## config.mk

```make
export PLATFORM = sky130hd
export DESIGN_NAME = fila_ctrl
export DESIGN_NICKNAME = d
export VERILOG_FILES = /design/src/rtl/fila_ctrl.sv
export SDC_FILE = /design/constraint.sdc
export NUM_CORES = 1
export LEC_CHECK = 0
export BUFFER_PORTS_ARGS = -buffer_cell sky130_fd_sc_hd__buf_2
export CAP_MARGIN = 40
export CELL_PAD_IN_SITES_DETAIL_PLACEMENT = 2
export CELL_PAD_IN_SITES_GLOBAL_PLACEMENT = 2
export CORE_AREA = 3 3 64 66
export DETAILED_ROUTE_END_ITERATION = 6
export DIE_AREA = 0 0 67 69
export PLACE_DENSITY_LB_ADDON = 0.1
export SLEW_MARGIN = 20
export SYNTH_ARGS = -nofsm -noshare
export SYNTH_HDL_FRONTEND = slang
export SYNTH_SLANG_ARGS = --single-unit
```

## constraint.sdc

```tcl
create_clock -name clock_10KHz -period 4.73 [get_ports clock_10KHz]
set_clock_uncertainty 0.2 [all_clocks]
set_input_delay 0.473 -clock clock_10KHz [delete_from_list [all_inputs] [get_ports clock_10KHz]]
set_output_delay 0.473 -clock clock_10KHz [all_outputs]
set_load 0.02 [all_outputs]
```

## src/rtl/fila_ctrl.sv

```systemverilog
// Queue controller: arbitrates deserializer bytes and external dequeue requests
// into one-at-a-time enqueue/dequeue commands, confirming each via the queue length.
module fila_ctrl #(
  parameter int DEPTH   = 8,
  parameter int TIMEOUT = 4
) (
  input  logic       clock_10KHz,
  input  logic       reset,
  input  logic       data_ready,
  input  logic [7:0] data_in,
  input  logic       dequeue_req,
  input  logic [3:0] len_in,
  output logic       enqueue_out,
  output logic       dequeue_out,
  output logic [7:0] data_out,
  output logic       ack_out,
  output logic       full_out,
  output logic       empty_out,
  output logic       error_out
);

  localparam int            TW        = (TIMEOUT < 2) ? 1 : $clog2(TIMEOUT + 1);
  localparam logic [TW-1:0] TIMER_MAX = TW'(TIMEOUT);
  localparam logic [4:0]    DEPTH_W   = 5'(DEPTH);
  localparam logic          GRANT_ENQ = 1'b0;
  localparam logic          GRANT_DEQ = 1'b1;

  typedef enum logic [2:0] {
    IDLE     = 3'd0,
    ENQ      = 3'd1,
    ENQ_WAIT = 3'd2,
    ACK      = 3'd3,
    DEQ      = 3'd4,
    DEQ_WAIT = 3'd5
  } state_t;

  state_t        state;
  state_t        next_state;
  logic [TW-1:0] timer;
  logic [TW-1:0] timer_next;
  logic [TW-1:0] timer_inc;
  logic [3:0]    len_snap;
  logic [3:0]    len_snap_next;
  logic          last_grant;
  logic          last_grant_next;
  logic [7:0]    data_next;
  logic          error_next;
  logic          enq_ok;
  logic          deq_ok;
  logic          timed_out;

  // Full also covers out-of-range lengths above DEPTH.
  assign full_out  = ({1'b0, len_in} >= DEPTH_W);
  assign empty_out = (len_in == 4'd0);
  assign enq_ok    = data_ready & ~full_out;
  assign deq_ok    = dequeue_req & ~empty_out;
  assign timer_inc = (timer == TIMER_MAX) ? timer : timer + TW'(1);
  assign timed_out = (timer_inc == TIMER_MAX);

  // State, datapath and strobe registers; strobes are decoded from the next state.
  always_ff @(posedge clock_10KHz or posedge reset) begin
    if (reset) begin
      state       <= IDLE;
      timer       <= '0;
      len_snap    <= 4'd0;
      last_grant  <= GRANT_DEQ;
      data_out    <= 8'h00;
      error_out   <= 1'b0;
      enqueue_out <= 1'b0;
      dequeue_out <= 1'b0;
      ack_out     <= 1'b0;
    end else begin
      state       <= next_state;
      timer       <= timer_next;
      len_snap    <= len_snap_next;
      last_grant  <= last_grant_next;
      data_out    <= data_next;
      error_out   <= error_next;
      enqueue_out <= (next_state == ENQ);
      dequeue_out <= (next_state == DEQ);
      ack_out     <= (next_state == ACK);
    end
  end

  // Next-state logic: round-robin grant in IDLE, then wait for len_in to confirm.
  always_comb begin
    next_state      = state;
    timer_next      = timer;
    len_snap_next   = len_snap;
    last_grant_next = last_grant;
    data_next       = data_out;
    error_next      = error_out;
    case (state)
      IDLE: begin
        if (enq_ok && (!deq_ok || (last_grant == GRANT_DEQ))) begin
          next_state      = ENQ;
          data_next       = data_in;
          last_grant_next = GRANT_ENQ;
        end else if (deq_ok) begin
          next_state      = DEQ;
          last_grant_next = GRANT_DEQ;
        end else begin
          next_state = IDLE;
        end
      end
      ENQ: begin
        len_snap_next = len_in;
        timer_next    = '0;
        next_state    = ENQ_WAIT;
      end
      ENQ_WAIT: begin
        if (len_in == len_snap + 4'd1) begin
          next_state = ACK;
        end else begin
          timer_next = timer_inc;
          if (timed_out) begin
            error_next = 1'b1;
            next_state = ACK;
          end else begin
            next_state = ENQ_WAIT;
          end
        end
      end
      // Leaving only once data_ready falls guarantees a byte is never enqueued twice.
      ACK: begin
        if (!data_ready) begin
          next_state = IDLE;
        end else begin
          next_state = ACK;
        end
      end
      DEQ: begin
        len_snap_next = len_in;
        timer_next    = '0;
        next_state    = DEQ_WAIT;
      end
      DEQ_WAIT: begin
        if (len_in == len_snap - 4'd1) begin
          next_state = IDLE;
        end else begin
          timer_next = timer_inc;
          if (timed_out) begin
            error_next = 1'b1;
            next_state = IDLE;
          end else begin
            next_state = DEQ_WAIT;
          end
        end
      end
      default: begin
        next_state = IDLE;
      end
    endcase
  end

endmodule

```

==> flow_summary.json, run 1 <==
{
  "p_leak_nw": 0.752,
  "fin_crit_ns": 2.45,
  "io_buffer_count": 29,
  "finalHoldViolCount": 0,
  "fin_nets": 165,
  "yosys_register_bits": 23,
  "r2r_cells": 7,
  "synth_ff_type": "dfrtp_1",
  "fillers": 412,
  "syn_area_per_cell_sq_um": 11.2,
  "antenna_left": 0,
  "htreeDepth": 1,
  "end_kind": "flop",
  "pre_cts_slack_ns": 2.26,
  "drt_iter0_markers": 18,
  "power_density_nw_per_um2": 634,
  "die_h_um": 69,
  "rows": 22,
  "maxCapViolCount": 0,
  "worstPathRequired_ns": 4.68,
  "post_cts_resize_count": 0,
  "via_per_inst": 5.01,
  "drc": 0,
  "r2r_slack_ns": 2.28,
  "maxClockFrequency_ghz": 0.408,
  "fin_setup_tns_ns": 0,
  "grt_use_total_pct": 14.9,
  "via_count": 962,
  "wl_per_cell_um": 15.4,
  "first_pass_iters": 4,
  "core-area_sq_um": 3630,
  "drive_above_1_share_pct": 30.6,
  "ir_worst_vdd_uv": 234,
  "multiInputGateArea_sq_um": 626,
  "rsz0062_at_grt": "false",
  "gr-total-overflow": 0,
  "synthesis.nets": 132,
  "fp.dieW_um": 67,
  "min_path_cells": 2,
  "worstSetupPathType": "reg -> reg",
  "cts_root_buf": "clkbuf_8",
  "worstHoldStart": "data_in[5]",
  "grt_max_degree": 19,
  "min_period_over_period_pct": 51.8,
  "dp_hpwl_um": 2380,
  "slew_viol_final": 0,
  "min_path_type": "in -> reg",
  "syn-instance-count": 112,
  "worstMarginPinSlew_ns": 0.675,
  "antenna_found_initial": 0,
  "yosys_warnings": 0,
  "setup_viol": 0,
  "globalplace.congestion": 0.715,
  "worstReg2RegStart": "len_snap[0]",
  "io_pins": 30,
  "routed_wirelength_um": 2960,
  "cts.clk_slew.worst_paths_ns": 0.09,
  "grt_pass1_wl_um": 5290,
  "slew-limit-headroom_pct": 54.7,
  "yosysUniqueCellTypes": 39,
  "synthesis.area_sq_um": 1250,
  "async_flop_share_pct": 100,
  "cp-start-kind": "flop",
  "cts_buffers": 3,
  "whs_endpoint": "data_out[5]",
  "regArea_sq_um": 577,
  "die_area_sq_um": 4620,
  "clkLatencyLatePin_ns": 0.27,
  "status": "complete, no violations",
  "r2r-end": "timer[1]",
  "synth-edff-count": 0,
  "layout_setup_ws_ns": 2.28,
  "antenna_cells": 0,
  "critPathMaxFanout": 5,
  "seq_area_frac_synth_pct": 46.0,
  "crit_arrival_ns": 2.41,
  "area_growth_pct": 21.9,
  "cts_buffer_depth": 2,
  "cts.sinks": 23,
  "grt_pass1_vias": 1111,
  "tritoncts": "built",
  "start_util_pct": 34.5
}
-- worst max-delay path by stage --
stage,start,cells after the start,to
final,len_snap[0],7,timer[1]
after global placement,len_snap[0],7,timer[1]
after floorplan,len_snap[0],7,timer[1]
after global routing,len_snap[0],7,timer[1]
after CTS,len_snap[0],7,timer[1]
after detailed placement,len_snap[0],7,timer[1]
-- cell usage in the layout, fill, tap and decap left out, drive strengths merged, types with 4 or more instances in the layout --
cell type  Yosys  final
buf            2     30
dfrtp         22     22
inv           10     10
mux2          10     10
nand2          8      8
nor2           6      6
nand3          6      6
xnor2          5      5
nor3           4      4
ha             4      4
clkbuf         1      4
-- area by class of cell --
class,count,area share (%)
Sequential cell,23,37.8
Timing Repair Buffer,31,12.0
Tap cell,48,3.93
Multi-Input combinational cell,76,40.9
Clock buffer,4,2.95
Inverter,10,2.46
-- worst max-delay path, cell delays in order (launching register included) --
cell and delay [ns]:
dfrtp_1 0.43, inv_1 0.08, ha_1 0.31, xor2_1 0.33, nand3_2 0.14, o31ai_1 0.52, nor2_1 0.12, a22o_1 0.20
-- synthesized netlist by cell type (2+ instances only) --
cell / number / share of area (%)
xnor2_1: 3 / 2.1
nand3_2: 2 / 1.6
nor3_1: 4 / 1.6
nor2b_1: 2 / 1.0
a21o_1: 2 / 1.2
ha_1: 4 / 4.0
o31ai_1: 2 / 1.2
buf_2: 2 / 0.80
nand3_1: 3 / 1.2
o21ai_1: 2 / 0.80
nor2_1: 6 / 1.8
a21oi_1: 3 / 1.2
inv_1: 9 / 2.7
xnor2_2: 2 / 2.6
o21bai_1: 2 / 1.2
nor3b_1: 2 / 1.2
mux2_1: 9 / 8.1
xor2_1: 3 / 2.1
dfrtp_1: 22 / 44
a211oi_1: 2 / 1.2
nand2_1: 8 / 2.4
-- power breakdown --
group          leakage [nW]  internal [W]  total (W)  switching [W]
Combinational         0.443      0.000205   0.000481       0.000276
Sequential            0.287      0.000284   0.000363      0.0000789
Clock                0.0228     0.0000602   0.000125      0.0000649
-- what timing repair did --
item / in CTS / in global routing
buffers inserted: 0 / 0
endpoints found under the hold margin: 5 / 0
hold buffers: 1 / 0
-- sequential cells by signal (all words and copies together) (netlist names) --
register     flops
enqueue_out      1
len_snap         4
state            3
timer            3
last_grant       1
dequeue_out      1
error_out        1
data_out         8
ack_out          1
-- kinds of logic after synthesis --
group / after synthesis / synth area share [%]
simple gates: 34 / 17.7
xor+xnor: 9 / 8.58
buf+inv: 13 / 4.09
fa+ha+maj: 4 / 3.99
mux: 10 / 8.98
flops: 23 / 46.0
compound gates: 19 / 10.7
-- layer usage --
metal	vias to the layer above	GRT usage (%)	wire (um)
met5	-	0	0
met3	4	3.42	106
met2	19	24.7	1540
li1	452	-	-
met4	0	5.41	50
met1	487	18.6	1260
-- metrics by stage --
stage                     hold WS [ns]  power (W)  utilization [%]  std cells  cell area [sq um]
after floorplan                  0.274   0.000719                -        112               1250
after global placement           0.251   0.000832             39.8        186               1450
after detailed placement         0.246   0.000857             40.5        187               1470
after CTS                        0.210   0.000988             42.0        192               1530
after global routing             0.210    0.00106             42.0        192               1530
final                            0.214   0.000968             42.0        192               1530
Power figures use the tool's default switching activity.
==> inputs of run 2 (changes only) <==
--- a/config.mk
+++ b/config.mk
@@ -9,9 +9,9 @@
 export CAP_MARGIN = 40
 export CELL_PAD_IN_SITES_DETAIL_PLACEMENT = 2
 export CELL_PAD_IN_SITES_GLOBAL_PLACEMENT = 2
-export CORE_AREA = 3 3 64 66
+export CORE_AREA = 3 3 66 68
 export DETAILED_ROUTE_END_ITERATION = 6
-export DIE_AREA = 0 0 67 69
+export DIE_AREA = 0 0 69 71
 export PLACE_DENSITY_LB_ADDON = 0.1
 export SLEW_MARGIN = 20
 export SYNTH_ARGS = -nofsm -noshare
==> constraint.sdc (replaced) <==
create_clock -name clock_10KHz -period 2.5 [get_ports clock_10KHz]
set_clock_uncertainty 0.2 [all_clocks]
set_input_delay 0.25 -clock clock_10KHz [delete_from_list [all_inputs] [get_ports clock_10KHz]]
set_output_delay 0.25 -clock clock_10KHz [all_outputs]
set_load 0.02 [all_outputs]
==> run 2 against run 1 <==
  * Global-route usage decreased by 0.83 points
  * Core utilization down 2.2 points
  * Combinational power increased by 94%
  * Largest cell class unchanged
==> flow_summary.json, run 2 (same netlist as run 1, synthesis figures left out) <==
{
  "worstMarginPinSlew_ns": 0.619,
  "io_buffer_count": 29,
  "switching_share_pct": 43.7,
  "area_growth_pct": 24.4,
  "post-route-util_pct": 39.8,
  "critPathMaxFanout": 5,
  "crit_arrival_ns": 2.24,
  "antenna_cells": 0,
  "via_count": 953,
  "slowest_delay_ns": 0.44,
  "cts.clk_slew.worst_paths_ns": 0.09,
  "globalplace.congestion": 0.761,
  "final_cell_mix": "buf_2, dfrtp_1, inv_1, mux2_1, nand2_1",
  "reg_top3": "data_out (8), len_snap (4)",
  "worstPathRequired_ns": 2.47,
  "pwr-share-seq_pct": 37.2,
  "finalHoldViolCount": 0,
  "min_path_type": "in -> reg",
  "dp_hpwl_um": 2460,
  "routed_wirelength_um": 3090,
  "largest_reg_flops": 8,
  "worstSetupPathType": "reg -> reg",
  "p_clk_share_pct": 13.0,
  "cts_root_buf": "clkbuf_8",
  "final_common_cell": "buf_2",
  "cp-start-kind": "flop",
  "p_leak_nw": 0.763,
  "fin_nets": 169,
  "maxClockFrequency_ghz": 0.440,
  "regArea_sq_um": 577,
  "htreeDepth": 1,
  "min_period_over_period_pct": 91.0,
  "drt_iter0_markers": 8,
  "slew-limit-headroom_pct": 58.4,
  "fin_setup_tns_ns": 0,
  "gr-total-overflow": 0,
  "io_pins": 30,
  "via_per_inst": 4.81,
  "wl_per_cell_um": 15.6,
  "largest-register": "data_out",
  "multiInputGateArea_sq_um": 626,
  "grt_pass1_wl_um": 5560,
  "grt_max_degree": 16,
  "crit_chain": "inv_1 -> ha_1 -> xor2_1 -> nand3_2 -> o31ai_1 -> buf_4 -> nor3_1 -> o22a_1",
  "rsz0062_at_grt": "false",
  "intPower_w": 0.00105,
  "start_util_pct": 32.0,
  "antenna_left": 0,
  "drc": 0,
  "maxCapViolCount": 0,
  "cts.sinks": 23,
  "die_area_sq_um": 4900,
  "fp.dieW_um": 69,
  "grt_use_total_pct": 14.1,
  "power_density_nw_per_um2": 1200,
  "tritoncts": "built",
  "core-area_sq_um": 3910,
  "first_pass_iters": 3,
  "fin_crit_ns": 2.27,
  "clkLatencyLatePin_ns": 0.27,
  "cts_buffer_depth": 2,
  "status": "complete, no violations",
  "p_sw_w": 0.000817,
  "antenna_found_initial": 0,
  "fillers": 437,
  "grt_pass1_vias": 1134,
  "cts_buffers": 3,
  "drive_above_1_share_pct": 31.1,
  "cts_setup_buffers": 0,
  "setup_viol": 0,
  "end_kind": "flop",
  "p_comb_share_pct": 49.8,
  "die_h_um": 71,
  "slew_viol_final": 0,
  "cpMaxStageDelayCell": "dfrtp_1",
  "rows": 23,
  "ir_worst_vdd_uv": 405
}
run 2: changes by cell type in the layout (fill, tap and decap cells not counted), sizes merged:
cell / before / now
buf: 30 / 31
clkinvlp: 0 / 1
clkbuf: 4 / 3
dlygate4sd3: 1 / 4
run 2: layout make-up:
cell class                      count  area share, %
Clock buffer                        3           2.65
Clock inverter                      1          0.482
Inverter                           10           2.41
Multi-Input combinational cell     76           40.1
Sequential cell                    23           37.0
Tap cell                           50           4.01
Timing Repair Buffer               35           13.3
run 2: path summary, 6_finish.rpt:
| path | startpoint | endpoint | slack (ns) | depth (start not counted) |
|---|---|---|---|---|
| min reg2reg | error_out | error_out | 0.27 | 1 |
| max in group asynchronous | reset | last_grant | 1.29 | 4 |
| min in group asynchronous | reset | state[2] | 0.29 | 3 |
| max reg2reg | len_snap[0] | timer[2] | 0.23 | 8 |
| min | data_in[3] | data_out[3] | 0.004 | 2 |
| max | len_snap[0] | timer[2] | 0.23 | 8 |
run 2: stage by stage:
stage / cells / setup WS (ns) / instance area, sq um / total power (W) / hold WS (ns)
after global placement: 189 / 0.318 / 1460 / 0.00158 / 0.255
after global routing: 198 / 0.0233 / 1560 / 0.00205 / 0.00291
after floorplan: 112 / 0.351 / 1250 / 0.00136 / 0.0512
after CTS: 198 / 0.199 / 1560 / 0.00191 / 0.00180
final: 198 / 0.225 / 1560 / 0.00187 / 0.00353
after detailed placement: 190 / 0.240 / 1470 / 0.00165 / 0.0456
run 2: metal layers:
metal / global-route usage [%] / vias up / share of wire, %
li1: - / 460 / -
met1: 17.7 / 468 / 43
met2: 24.6 / 20 / 52
met3: 2.13 / 5 / 3.3
met4: 5.21 / 0 / 1.7
met5: 0 / - / 0
run 2: power groups by stage:
stage	clock network, W	logic (W)	registers, W
2_1_floorplan	0	0.000613	0.000748
3_3_place_gp	0	0.000900	0.000684
3_5_place_dp	0	0.000943	0.000703
4_1_cts	0.000259	0.000955	0.000695
5_1_grt	0.000276	0.00105	0.000723
6_report	0.000243	0.000932	0.000695
run 2: critical path: cells and delay by family, from the launching register on:
kind,cells,cell delay [ns]
buf+inv,2,0.25
fa+ha+maj,1,0.31
simple gates,2,0.19
flops,1,0.44
compound gates,2,0.46
xor+xnor,1,0.32
run 2: repair_timing:
action / CTS / global route
hold buffers: 4 / 0
resized for setup: 0 / 0
hold endpoints to repair: 11 / 0
